`src/rtl/stream_light_pkg.sv`:
```
// Shared types and helpers for the stream light pattern engine.
// Mode encoding and prescaler step-period calculation.
package stream_light_pkg;

    typedef enum logic [1:0] {
        ROTATE = 2'd0,
        BOUNCE = 2'd1,
        FILL   = 2'd2,
        BLINK  = 2'd3
    } mode_e;

    function automatic int unsigned step_limit(
        input int unsigned base,
        input logic [1:0]  speed
    );
        return base >> speed;
    endfunction

endpackage

```
`src/rtl/stream_light_multi_prescaler.sv`:
```
// Step-rate prescaler: emits a one-cycle tick every (DIV_BASE >> Speed) cycles.
// Clear restarts the count; Stop freezes it.
module tick_prescaler
    import stream_light_pkg::*;
#(
    parameter int unsigned DIV_BASE = 25_000_000,
    parameter int unsigned CNT_W    = $clog2(DIV_BASE)
) (
    input  logic       CLK,
    input  logic       Reset,
    input  logic       Stop,
    input  logic       Clear,
    input  logic [1:0] Speed,
    output logic       tick
);

    logic [CNT_W-1:0] cnt;
    logic [CNT_W-1:0] last;

    // >= rather than == so a shortened period never has to wrap around
    assign last = CNT_W'(step_limit(DIV_BASE, Speed) - 1);
    assign tick = !Reset && !Stop && !Clear && (cnt >= last);

    // Count toward the period end, restarting on tick, clear or reset
    always_ff @(posedge CLK) begin
        if (Reset || Clear) begin
            cnt <= '0;
        end else if (!Stop) begin
            cnt <= tick ? '0 : cnt + CNT_W'(1);
        end
    end

endmodule

```
`src/rtl/stream_light_multi.sv`:
```
// N-LED pattern engine: rotate, bounce, fill and blink with speed,
// stop and reverse control; registered LED bank and Step strobe.
module stream_light_multi
    import stream_light_pkg::*;
#(
    parameter int unsigned N_LED    = 16,
    parameter int unsigned DIV_BASE = 25_000_000,
    parameter int unsigned CNT_W    = $clog2(DIV_BASE)
) (
    input  logic             CLK,
    input  logic             Reset,
    input  logic             Stop,
    input  logic             Reverse,
    input  logic [1:0]       Mode,
    input  logic [1:0]       Speed,
    output logic [N_LED-1:0] LED,
    output logic             Step
);

    localparam int unsigned PW = $clog2(N_LED);
    localparam int unsigned LW = $clog2(N_LED + 1);
    localparam logic [PW-1:0] POS_MAX = PW'(N_LED - 1);
    localparam logic [LW-1:0] LVL_MAX = LW'(N_LED);
    localparam logic [LW-1:0] LVL_MIN = LW'(1);

    mode_e         mode_q;
    logic [PW-1:0] pos;
    logic          dir;
    logic [LW-1:0] level;
    logic          tick;
    logic          mode_chg;

    logic [PW-1:0] rot_nx;
    logic [PW-1:0] bnc_nx;
    logic          bnc_dir;
    logic [LW-1:0] lvl_nx;
    logic          e_dn;

    function automatic logic [N_LED-1:0] onehot(input logic [PW-1:0] p);
        logic [N_LED-1:0] v;
        for (int i = 0; i < int'(N_LED); i++) v[i] = (p == PW'(i));
        return v;
    endfunction

    function automatic logic [N_LED-1:0] fill(input logic [LW-1:0] l);
        logic [N_LED-1:0] v;
        for (int i = 0; i < int'(N_LED); i++) v[i] = (LW'(i) < l);
        return v;
    endfunction

    assign mode_chg = (mode_e'(Mode) != mode_q);

    tick_prescaler #(
        .DIV_BASE(DIV_BASE),
        .CNT_W   (CNT_W)
    ) u_presc (
        .CLK  (CLK),
        .Reset(Reset),
        .Stop (Stop),
        .Clear(mode_chg),
        .Speed(Speed),
        .tick (tick)
    );

    // Next position/level for each pattern, with explicit end-point wraps
    always_comb begin
        rot_nx  = pos;
        bnc_nx  = pos;
        bnc_dir = dir;
        lvl_nx  = level;
        e_dn    = dir ^ Reverse;
        if (Reverse) rot_nx = (pos == '0) ? POS_MAX : pos - PW'(1);
        else         rot_nx = (pos == POS_MAX) ? '0 : pos + PW'(1);
        if (!e_dn && pos == POS_MAX) begin
            bnc_nx  = pos - PW'(1);
            bnc_dir = ~dir;
        end else if (e_dn && pos == '0) begin
            bnc_nx  = pos + PW'(1);
            bnc_dir = ~dir;
        end else begin
            bnc_nx = e_dn ? pos - PW'(1) : pos + PW'(1);
        end
        if (Reverse) lvl_nx = (level == LVL_MIN) ? LVL_MAX : level - LW'(1);
        else         lvl_nx = (level == LVL_MAX) ? LVL_MIN : level + LW'(1);
    end

    // Pattern state and LED register: reset, then mode restart, then tick
    always_ff @(posedge CLK) begin
        if (Reset) begin
            mode_q <= ROTATE;
            pos    <= '0;
            dir    <= 1'b0;
            level  <= LVL_MIN;
            LED    <= N_LED'(1);
            Step   <= 1'b0;
        end else if (mode_chg) begin
            mode_q <= mode_e'(Mode);
            pos    <= '0;
            dir    <= 1'b0;
            level  <= LVL_MIN;
            LED    <= (mode_e'(Mode) == BLINK) ? '1 : N_LED'(1);
            Step   <= 1'b0;
        end else if (tick) begin
            Step <= 1'b1;
            unique case (mode_q)
                ROTATE: begin
                    pos <= rot_nx;
                    LED <= onehot(rot_nx);
                end
                BOUNCE: begin
                    pos <= bnc_nx;
                    dir <= bnc_dir;
                    LED <= onehot(bnc_nx);
                end
                FILL: begin
                    level <= lvl_nx;
                    LED   <= fill(lvl_nx);
                end
                BLINK: begin
                    LED <= ~LED;
                end
            endcase
        end else begin
            Step <= 1'b0;
        end
    end

endmodule

```
`config.mk`:
```
export PLATFORM = sky130hd
export DESIGN_NAME = stream_light_multi
export DESIGN_NICKNAME = d
export VERILOG_FILES = /design/src/rtl/stream_light_pkg.sv /design/src/rtl/stream_light_multi_prescaler.sv /design/src/rtl/stream_light_multi.sv
export SDC_FILE = /design/constraint.sdc
export NUM_CORES = 1
export LEC_CHECK = 0
export CORE_MARGIN = 2
export CORE_UTILIZATION = 35
export DETAILED_ROUTE_END_ITERATION = 8
export DONT_BUFFER_PORTS = 1
export GPL_ROUTABILITY_DRIVEN = 0
export HOLD_SLACK_MARGIN = 0.12
export SLEW_MARGIN = 5
export SYNTH_ARGS = -nofsm -noshare
export SYNTH_HDL_FRONTEND = slang
export SYNTH_SLANG_ARGS = --single-unit
```
`constraint.sdc`:
```
create_clock -name CLK -period 6.7 [get_ports CLK]
set_input_delay 1.34 -clock CLK [delete_from_list [all_inputs] [get_ports CLK]]
set_output_delay 1.34 -clock CLK [all_outputs]
set_load 0.01 [all_outputs]
```
# Word-level counts from Yosys, hierarchy flattened

Cells that the tools add are included.

Reductions and logical operators: 21
Shift operators: 1
Magnitude comparators: 17
Eq/ne operators: 38
Muxes and demuxes: 18
Add/sub/neg operators: 6
Bitwise operators: 3

Operator list:

| cell                                                                         | number |
|---|---|
| 4-bit == test (second input constant)                                        | 17 |
| 16-bit one-hot mux with 4 select lines                                       | 1 |
| 16-bit two-way mux                                                           | 3 |
| 4-bit by 5-bit less-than comparator with 1-bit output (first input constant) | 8 |
| 4-bit by 3-bit == test with 1-bit output (second input constant)             | 8 |
| 25-bit by 1-bit adder with 25-bit output (second input constant)             | 1 |
| 25-bit >= comparator                                                         | 1 |
| 25-bit two-way mux                                                           | 1 |
| 25-bit by 2-bit >> shifter with 25-bit output (first input constant)         | 1 |
| 25-bit by 1-bit subtractor with 25-bit output (second input constant)        | 1 |
| 4-bit two-way mux                                                            | 6 |
| 3-bit by 5-bit less-than comparator with 1-bit output (first input constant) | 4 |
| 4-bit by 2-bit == test with 1-bit output (second input constant)             | 4 |
| 16-bit inverter                                                              | 1 |
| 5-bit two-way mux                                                            | 3 |
| 4-bit logical NOT                                                            | 3 |
| 1-bit by 5-bit less-than comparator with 1-bit output (first input constant) | 2 |
| 2-bit by 5-bit less-than comparator with 1-bit output (first input constant) | 2 |
| 4-bit by 1-bit == test with 1-bit output (second input constant)             | 2 |
| 4-bit one-hot mux with 2 select lines                                        | 1 |
| 2-bit == test (second input constant)                                        | 3 |
| 2-bit nonzero test                                                           | 3 |
| 5-bit by 1-bit adder with 5-bit output (second input constant)               | 1 |
| 5-bit by 1-bit == test with 1-bit output (second input constant)             | 1 |
| other kinds (16)                                                             | 26 |

Input bits: 8
Output and inout port bits: 17
Flip-flop bits (word level): 54
Logic and storage cells: 111

# Depth between registers and ports, before layout

Gate-level depths: netlist (run 1).

Word-level depth: 8
Mapped depth: 15
Gate-level depth less buffers: 14

# Hierarchy

Synthesis (run 1) repeated with hierarchy kept, for this count alone.

Cells, all modules: 544
Area, all modules: 4460.5 sq um

Modules (own cells, without submodules):

| module             | cells an instance | area an instance (sq um) | times used |
|---|---|---|---|
| stream_light_multi | 333               | 2566.2                   | 1 |
| tick_prescaler     | 211               | 1894.3                   | 1 |

# Worst setup path after synthesis (run 1)

Ideal clock, no wire load.

Path kind: input port to flip-flop
Start: input port Speed[0]
End: register LED[6]
Buffers on the path: 2
Stages: 13
Arrival: 3.720 ns
Path slack: 2.922 ns
Cell sequence: nand2b_1 clkbuf_1 inv_1 ha_1 ha_1 o21ai_0 a21oi_1 nor3_1 o221ai_1 a21oi_1 clkbuf_1 o31ai_1 o21ba_2

Word-level cells in the longest chain between the ends: 5

Ends and longest elaborated chain:

| element                                       | RTL line                           | text |
|---|---|---|
| start: declaration                            | stream_light_multi.sv:15           | `input logic [1:0] Speed,` |
| 25-bit by 2-bit >> shifter with 25-bit output | stream_light_pkg.sv:16             | `return base >> speed;` |
| 25-bit by 1-bit subtractor with 25-bit output | stream_light_multi_prescaler.sv:21 | `assign last = CNT_W'(step_limit(DIV_BASE, Speed) - 1);` |
| 25-bit >= comparator                          | stream_light_multi_prescaler.sv:22 | `assign tick = !Reset && !Stop && !Clear && (cnt >= last);` |
| 1-bit logical AND                             | stream_light_multi_prescaler.sv:22 |  |
| 2-bit nonzero test (no line)                  | n/a                                |  |
| end signal: assignment                        | stream_light_multi.sv:101          | `LED <= (mode_e'(Mode) == BLINK) ? '1 : N_LED'(1);` |
| end signal: assignment                        | stream_light_multi.sv:108          | `LED <= onehot(rot_nx);` |
| end signal: assignment                        | stream_light_multi.sv:113          | `LED <= onehot(bnc_nx);` |
| end: declaration                              | stream_light_multi.sv:16           | `output logic [N_LED-1:0] LED,` |

Every way passes these cells.
A chain may end at the register's enable or synchronous reset.

# Final worst setup path (run 1)

Start: input port Speed[1]
End: register LED[8]

The elaborated chain is that of the path after synthesis.

==> impl_metrics.ini, run 1 <==
[run_status]
outcome = finished, final reports clean

[floorplanning]
start_util_pct = 35.7
io_pins = 25
rows = 39
fp.dieW_um = 111
dieArea_sq_um = 12400
die_h_um = 111
core_sq_um = 11300

[power]
switching_share_pct = 26.0
total_power_mw = 0.691
peakVddDrop_uv = 99.0
cellLeakagePower_nw = 1.55
p_int_mw = 0.512
switching_power_mw = 0.179
comb_power_share_pct = 12.1
seq_power_share_pct = 50.5
pwr_density_cell_nw_per_um2 = 163
clkPwrFrac_pct = 37.5

[clock_network]
clkSinkCount = 54
cts_tree = done
post_cts_buffers = 0
path_clk_slew_ps = 70
ctsResizeCount = 0
clk_latency_ps = 290
clockBufferDepth = 2
cts-root-buf = clkbuf_16
cts_hold_buf = 0
cts_buffers = 5
cts_max_level = 2

[routing]
drt-initial-drc-count = 412
ant_nets = 0
firstDrtPassIters = 5
vias_per_cell = 5.89
routed-via-count = 3740
wl_per_cell_um = 17.4
route.detailed.drc = 0
routed_wl_um = 11100

[timing]
clock.fmax_mhz = 265
rsz0062_at_grt = false
worst_slew_pin_slew_ps = 981
setup_slack_ps = 2930
finalSetupViolCount = 0
fin_crit_sh_pct = 56.3
slew_viol_final = 0
timing_hold_violations_final = 0
max-slew-margin-rel_pct = 34.4
finalCriticalPeriod_ps = 3770
fin_skew_ps = 8.05
tns_ps = 0

[critical_path]
worst-setup-path-type = in -> reg
r2r_start = level[0]
end_kind = flip-flop
crit_path_end = LED[8]
crit_required_ps = 6880
worstSetupStartpoint = Speed[1]
regToRegSetupSlack_ps = 3600
r2r_end = LED[0]
start_kind = input port
ff2ff_path_depth = 8
crit_arrival_ps = 3950
crit_fanout = 17

[layout]
multiInputGateArea_sq_um = 2740
layout.cells.non_filler = 635
seq_area_sq_um = 1080
nets = 526
layout_common_cells = 60 x nor2_1, 54 x dfxtp_1, 45 x nand2_1
fillCellCount = 1199
syn_to_final_growth_pct = 5.21
diodes = 0
drive_gt1_share_pct = 6.50
final_common_cell = nor2_1
stdcell_area_sq_um = 4250

[flow_run]
cap_violations = 0

[logic_synthesis]
synth_edf_count = 0
postSynthAreaPerCell_sq_um = 7.92
syn-cell-area_sq_um = 4040
ys_seq_elements = 54
synth_top_area_share_pct = 26.8
yosysWarningCount = 0
yosysTopAreaCell = dfxtp_1
synth_cells = 510
async_flop_share_pct = 0
synth_top_flop_cell = dfxtp_1
seq_area_frac_synth_pct = 26.8
synth_area_leaders = dfxtp_1 27%, ha_1 8.4%, nor2_1 5.6%, xor2_1 4.3%, nand2_1 4.2%
synth_cell_types = 74

[global_route]
grt_use_total_pct = 17.7
grt_max_degree = 30
overflow = 0
grt_pass1_wl_um = 18300
antenna_found_initial = 0
grt_pass1_vias = 3625

[min_path]
hp-class = reg -> reg

[placed_design]
place_area_sq_um = 4100
place_inst = 627
pre_cts_ws_ps = 2620
port_buffers = 0
dp_hpwl_um = 8350
sequential cells by signal (all words and copies together), names as in the netlist:
name         cells
mode_q           2
pos              4
LED             16
dir              1
level            5
u_presc.cnt     25
Step             1
routing by layer:
layer / up-vias / track usage, % / wire length (um)
li1: 1834 / - / -
met5: - / 0 / 0
met4: 0 / 4.20 / 180
met2: 113 / 32.0 / 5510
met1: 1775 / 21.3 / 4720
met3: 18 / 4.08 / 666
layout make-up:
class | instances | share of cell area [%]
Multi-Input combinational cell | 406 | 64.5
Sequential cell | 54 | 25.4
Tap cell | 143 | 4.21
Clock buffer | 7 | 3.36
Inverter | 21 | 1.86
Timing Repair Buffer | 3 | 0.530
Clock inverter | 1 | 0.118
cells in the mapped netlist, types with 7 or more instances:
cell,number
dfxtp_1,54
ha_1,27
o21ai_0,17
clkbuf_1,20
o221a_2,7
a21oi_1,25
nor3_1,14
xnor2_1,14
nand2_1,45
mux2i_1,7
nand4_1,11
nor2_1,60
inv_1,21
nor2b_1,8
xor2_1,20
nor4_1,7
nand3_1,17
power groups by stage:
stage	logic [mW]	clock network, mW	registers [mW]
2_1_floorplan	0.0707	0	0.349
3_3_place_gp	0.0800	0	0.357
3_5_place_dp	0.0812	0	0.357
4_1_cts	0.0819	0.265	0.349
5_1_grt	0.0918	0.278	0.350
6_report	0.0834	0.259	0.349
kinds of logic after synthesis:
kind of cell	after synthesis	share of synthesized area [%]
simple gates	205	25.6
compound gates	126	23.3
flops	54	26.8
buf+inv	51	5.48
xor+xnor	34	7.38
fa+ha+maj	28	8.61
mux	10	2.66
other cells	2	0.186
worst min-delay path by stage:
stage	start	to	slack, ps	depth (start not counted)
after global routing	u_presc.cnt[24]	u_presc.cnt[24]	590	2
after floorplan	u_presc.cnt[24]	u_presc.cnt[24]	490	2
after CTS	u_presc.cnt[0]	u_presc.cnt[0]	550	2
after detailed placement	u_presc.cnt[1]	u_presc.cnt[1]	530	2
after global placement	u_presc.cnt[24]	u_presc.cnt[24]	510	2
final	u_presc.cnt[0]	u_presc.cnt[0]	550	2
worst max-delay path, cell delays in order:
cell,delay [ps]
inv_1,50
nor2_1,320
ha_1,300
ha_1,290
nand4_1,100
nor4_1,190
nand3_1,120
a21oi_1,190
a21oi_1,70
buf_4,210
or4_1,510
o221a_2,250
metrics by stage:
stage	utilization, %	hold slack (ps)
floorplan	-	485
global placement	36.2	507
detailed placement	36.2	533
CTS	37.5	546
global route	37.5	590
finish	37.5	546
Note: power is estimated with default switching activity, not from simulation.
==> inputs of run 2 (changes only) <==
==> constraint.sdc (replaced) <==
create_clock -name CLK -period 3.4 [get_ports CLK]
set_input_delay 0.68 -clock CLK [delete_from_list [all_inputs] [get_ports CLK]]
set_output_delay 0.68 -clock CLK [all_outputs]
set_load 0.01 [all_outputs]
==> run 2 against run 1 <==
Effect of this change:
- non-clock buffer count rose by 11
- setup slack got worse by 2700 ps
- via count rose by 3.3%
- combinational power rose by 110%
- critical path depth rose by 2
- flip-flop and latch count did not move
- clock skew rose by 2.0 ps
- clock power rose by 100%
- largest power group unchanged
- highest routed layer unchanged
==> impl_metrics.ini, run 2 (same netlist as run 1, synthesis figures left out) <==
[run_status]
outcome = finished, final reports clean

[power]
total_power_mw = 1.38
pwr_density_cell_nw_per_um2 = 318
peakVddDrop_uv = 193
cellLeakagePower_nw = 1.61

[layout]
largest_register_ffs = 25
final_common_cell = nor2_1
post-route-util_pct = 38.4
syn_to_final_growth_pct = 7.65
drive_gt1_share_pct = 8.75
largest-register = u_presc.cnt
largestRegisters = u_presc.cnt: 25 flops, LED: 16 flops, level: 5 flops
diodes = 0
layout_common_cells = 60 x nor2_1, 54 x dfxtp_1, 45 x nand2_1
nets = 537
stdcell_area_sq_um = 4350
fillCellCount = 1183

[floorplanning]
fp.dieW_um = 111
rows = 39
start_util_pct = 35.7
die_h_um = 111
io_pins = 25
core_sq_um = 11300
dieArea_sq_um = 12400

[global_route]
antenna_found_initial = 0
grt_pass1_wl_um = 19100
grt_pass1_vias = 3685
grt_max_degree = 30
overflow = 0
grt_use_total_pct = 18.5

[timing]
slew_viol_final = 0
finalSetupViolCount = 0
fin_crit_sh_pct = 92.8
clock.fmax_mhz = 317
worst_slew_pin_slew_ps = 1030
fin_skew_ps = 10.0
max-slew-margin-rel_pct = 30.4
tns_ps = 0
timing_hold_violations_final = 0
rsz0062_at_grt = false
finalCriticalPeriod_ps = 3160

[routing]
wl_per_cell_um = 17.7
routed_wl_um = 11400
routed-via-count = 3864
firstDrtPassIters = 5
drt-initial-drc-count = 481
route.detailed.drc = 0
vias_per_cell = 5.98
ant_nets = 0

[critical_path]
cpMaxStageDelayCell = or4_1
crit_arrival_ps = 3340
critical-path-max-stage-delay_ps = 510
end_kind = flip-flop
crit_fanout = 17
crit_required_ps = 3590
worst-setup-path-type = in -> reg
crit_chain = inv_1, nor2_1, inv_1, ha_1, nand2_1, ha_1, nand4_1, nor4_1, nand3_1, a21oi_1, a21oi_1, buf_4, or4_1, o221a_2
start_kind = input port

[clock_network]
clk_latency_ps = 290
clkSinkCount = 54
post_cts_buffers = 0
ctsResizeCount = 0
path_clk_slew_ps = 70
cts_hold_buf = 0
cts-root-buf = clkbuf_16
cts_buffers = 5
cts_max_level = 2
cts_tree = done
clockBufferDepth = 2

[placed_design]
dp_hpwl_um = 8620
place_area_sq_um = 4200
port_buffers = 0

[flow_run]
cap_violations = 0

[min_path]
hp-class = in -> reg
## run 2: changes by cell type in the layout (fill, tap and decap cells not counted)
cell / before / now
buf_4: 3 / 13
buf_12: 0 / 1
clkbuf_1: 1 / 0
clkinvlp_4: 0 / 1
## run 2: power breakdown
part / internal (mW) / switching (mW)
Combinational: 0.0704 / 0.101
Clock: 0.292 / 0.231
Sequential: 0.652 / 0.0373
## run 2: worst paths after layout
path	startpoint	end	slack, ps	cells after the start
hold reg to reg	u_presc.cnt[24]	u_presc.cnt[24]	540	2
setup reg to reg	level[0]	LED[0]	390	9
setup / recovery	Speed[1]	LED[11]	240	14
hold / removal	Reset	mode_q[0]	450	1
## run 2: final cells by class
type                            count  area [sq um]  area share [%]
Multi-Input combinational cell    406          2740            63.0
Clock inverter                      2          12.5           0.288
Clock buffer                        6           139            3.20
Timing Repair Buffer               14           118            2.71
Tap cell                          143           179            4.12
Sequential cell                    54          1080            24.9
Inverter                           21          78.8            1.81
## run 2: stage by stage
step	worst slack, ps	cells	hold WS [ps]
5_1_grt	59.1	646	439
4_1_cts	289	646	442
6_report	245	646	450
3_3_place_gp	101	638	521
2_1_floorplan	282	511	485
3_5_place_dp	-22.3	638	533
## run 2: per-layer routing
metal	global-route usage [%]	wire length (um)	vias up
met5	0	0	-
li1	-	-	1864
met4	4.77	321	0
met1	22.9	4820	1842
met3	4.95	739	27
met2	32.1	5530	131
## run 2: worst max-delay path, delay by kind of cell
kind	cells	cell delay (ps)
compound gates	3	490
buf+inv	3	380
simple gates	6	1440
fa+ha+maj	2	350
==> inputs of run 3 (changes only) <==
--- a/config.mk
+++ b/config.mk
@@ -5,6 +5,8 @@
 export SDC_FILE = /design/constraint.sdc
 export NUM_CORES = 1
 export LEC_CHECK = 0
+export ABC_AREA = 1
+export ABC_CLOCK_PERIOD_IN_PS = 2600
 export CORE_MARGIN = 2
 export CORE_UTILIZATION = 35
 export DETAILED_ROUTE_END_ITERATION = 8
==> constraint.sdc (replaced) <==
create_clock -name CLK -period 2.6 [get_ports CLK]
set_input_delay 0.52 -clock CLK [delete_from_list [all_inputs] [get_ports CLK]]
set_output_delay 0.52 -clock CLK [all_outputs]
set_load 0.01 [all_outputs]
==> run 3 against run 2 <==
Effect of this change:
- count of clock-buffer cells in the layout stayed put
- total power is 33% higher
- critical endpoint is now u_presc.cnt[13]
- register-to-register slack worse by 70 ps
- wire length is 4.9% lower
- core utilization is 0.82 points higher
- critical path depth is 2 higher
- synthesized cell count is 34% higher
- sequential share of layout area is 0.90 points lower
- final area is 3.9% higher
- non-clock buffer count is 3 lower
- flip-flop and latch count stayed put
==> impl_metrics.ini, run 3 <==
[clock_network]
clk_latency_ps = 300
cts_max_level = 2
cts_tree = done
clkSinkCount = 54
clockBufferDepth = 2
path_clk_slew_ps = 80
cts-root-buf = clkbuf_16
cts_buffers = 5

[critical_path]
crit_fanout = 12
crit_arrival_ps = 2520
start_kind = input port
end_kind = flip-flop
crit_required_ps = 2820
worst-setup-path-type = in -> reg

[timing]
fin_crit_sh_pct = 88.4
finalCriticalPeriod_ps = 2300
clock.fmax_mhz = 435
finalSetupViolCount = 0
rsz0062_at_grt = false
slew_viol_final = 0
fin_skew_ps = 12.7
timing_hold_violations_final = 0

[logic_synthesis]
synth_top_area_share_pct = 26.0
syn-cell-area_sq_um = 4160
yosysTopAreaCell = dfxtp_1
yosysWarningCount = 0
synth_cells = 684
synth_top_flop_cell = dfxtp_1
synth_area_leaders = dfxtp_1 26%, nand2_1 19%, nor2_1 8.5%, nand3_1 8.3%, ha_1 8.1%
synth_common_cells = 210 x nand2_1, 94 x nor2_1, 86 x inv_1
async_flop_share_pct = 0
synth_edf_count = 0
synth.most_common_cell = nand2_1
ys_seq_elements = 54
seq_area_frac_synth_pct = 26.0
postSynthAreaPerCell_sq_um = 6.08
synth_cell_types = 38

[power]
switching_share_pct = 28.9
cellLeakagePower_nw = 2.21
switching_power_mw = 0.531
comb_power_share_pct = 13.9
p_int_mw = 1.30
peakVddDrop_uv = 236
clkPwrFrac_pct = 37.0
seq_power_share_pct = 49.1
pwr_density_cell_nw_per_um2 = 406
total_power_mw = 1.83

[floorplanning]
start_util_pct = 36.1
fp.dieW_um = 113
core_sq_um = 11500
io_pins = 25
rows = 39
dieArea_sq_um = 12800
die_h_um = 113

[routing]
firstDrtPassIters = 5
routed-via-count = 4238
routed_wl_um = 10800
drt-initial-drc-count = 225
wl_per_cell_um = 13.1
ant_nets = 0
vias_per_cell = 5.10
route.detailed.drc = 0

[layout]
nets = 722
layout.cells.non_filler = 831
syn_to_final_growth_pct = 8.57
final_common_cell = nand2_1
diodes = 0
fillCellCount = 1239
stdcell_area_sq_um = 4520
layout_common_cells = 210 x nand2_1, 92 x nor2_1, 86 x inv_1
largestRegisters = u_presc.cnt: 25 flops, LED: 16 flops, level: 5 flops
largest_register_ffs = 25
drive_gt1_share_pct = 6.69
largest-register = u_presc.cnt

[global_route]
grt_pass1_vias = 4073
grt_pass1_wl_um = 18600
grt_max_degree = 24
overflow = 0
antenna_found_initial = 0
grt_use_total_pct = 17.5

[flow_run]
cap_violations = 0

[placed_design]
dp_hpwl_um = 8510
port_buffers = 0
place_area_sq_um = 4360
place_inst = 823

[min_path]
hp-class = in -> reg

[run_status]
outcome = finished, final reports clean
-- run 3: kinds of logic (layout without fill, tap and decap cells) --
| kind of cell | Yosys count | in the layout | share of synthesized area, % |
|---|---|---|---|
| adders and majority gates | 27 | 27 | 8.12 |
| and+or+nand+nor | 420 | 420 | 43.7 |
| other | 2 | 3 | 0.181 |
| buffers and inverters | 107 | 110 | 10.4 |
| AOI/OAI and AO/OA | 58 | 58 | 8.27 |
| xor gates and xnor gates | 16 | 16 | 3.37 |
| DFF | 54 | 54 | 26.0 |
-- run 3: final cells by class --
class	instances	area, sq um	share of cell area (%)
multi-input combinational	524	2660	59.0
clock inverter	2	13.8	0.305
inverter	91	342	7.56
timing repair buffer	11	108	2.38
clock buffer	6	129	2.85
sequential	54	1080	24.0
tap	143	179	3.96
-- run 3: through the flow --
step | utilization, % | setup WS (ps) | hold WS, ps | setup TNS [ps]
finish | 39.2 | 301 | 292 | 0
detailed placement | 37.8 | -32.9 | 495 | -115
global route | 39.2 | 19.5 | 290 | 0
floorplan | - | 171 | 466 | 0
CTS | 39.1 | 193 | 287 | 0
global placement | 37.8 | 19.7 | 489 | 0
-- run 3: worst max-delay path: stages --
cell and delay, ps:
nand2_1 90, inv_1 70, ha_1 300, ha_1 310
nand2_1 70, inv_1 30, o21ai_0 130, nand4_1 100
nand2_1 70, nand2_1 50, nand2_1 60, nand2_1 90
nand2_4 150, nand2_4 90, buf_4 190, nor3b_1 200
-- run 3: final timing paths --
| kind | end | cells past startpoint | slack (ps) | start |
|---|---|---|---|---|
| setup reg to reg | LED[8] | 16 | 320 | pos[0] |
| hold reg to reg | u_presc.cnt[8] | 2 | 500 | u_presc.cnt[8] |
| setup / recovery | u_presc.cnt[13] | 16 | 300 | Speed[0] |
| hold / removal | mode_q[0] | 1 | 290 | Reset |
-- run 3: timing repair --
item	4_1_cts	5_1_grt
hold buffers	0	0
endpoints found under the setup margin	0	14
setup buffers	0	0
gates resized for setup	0	5
-- run 3: power by group through the flow --
stage	registers (mW)	logic [mW]	clock network [mW]
6_report	0.900	0.256	0.679
5_1_grt	0.906	0.294	0.722
4_1_cts	0.902	0.251	0.696
3_5_place_dp	0.921	0.250	0
3_3_place_gp	0.921	0.246	0
2_1_floorplan	0.907	0.198	0
-- run 3: layer usage --
metal | routed length, um | global-route usage [%] | part of all wire (%) | vias to the layer above
met1 | 5120 | 22.3 | 47 | 1947
met4 | 130 | 5.69 | 1.2 | 0
met2 | 5030 | 29.6 | 46 | 101
met3 | 568 | 3.75 | 5.2 | 11
met5 | 0 | 0 | 0 | -
li1 | - | - | - | 2179
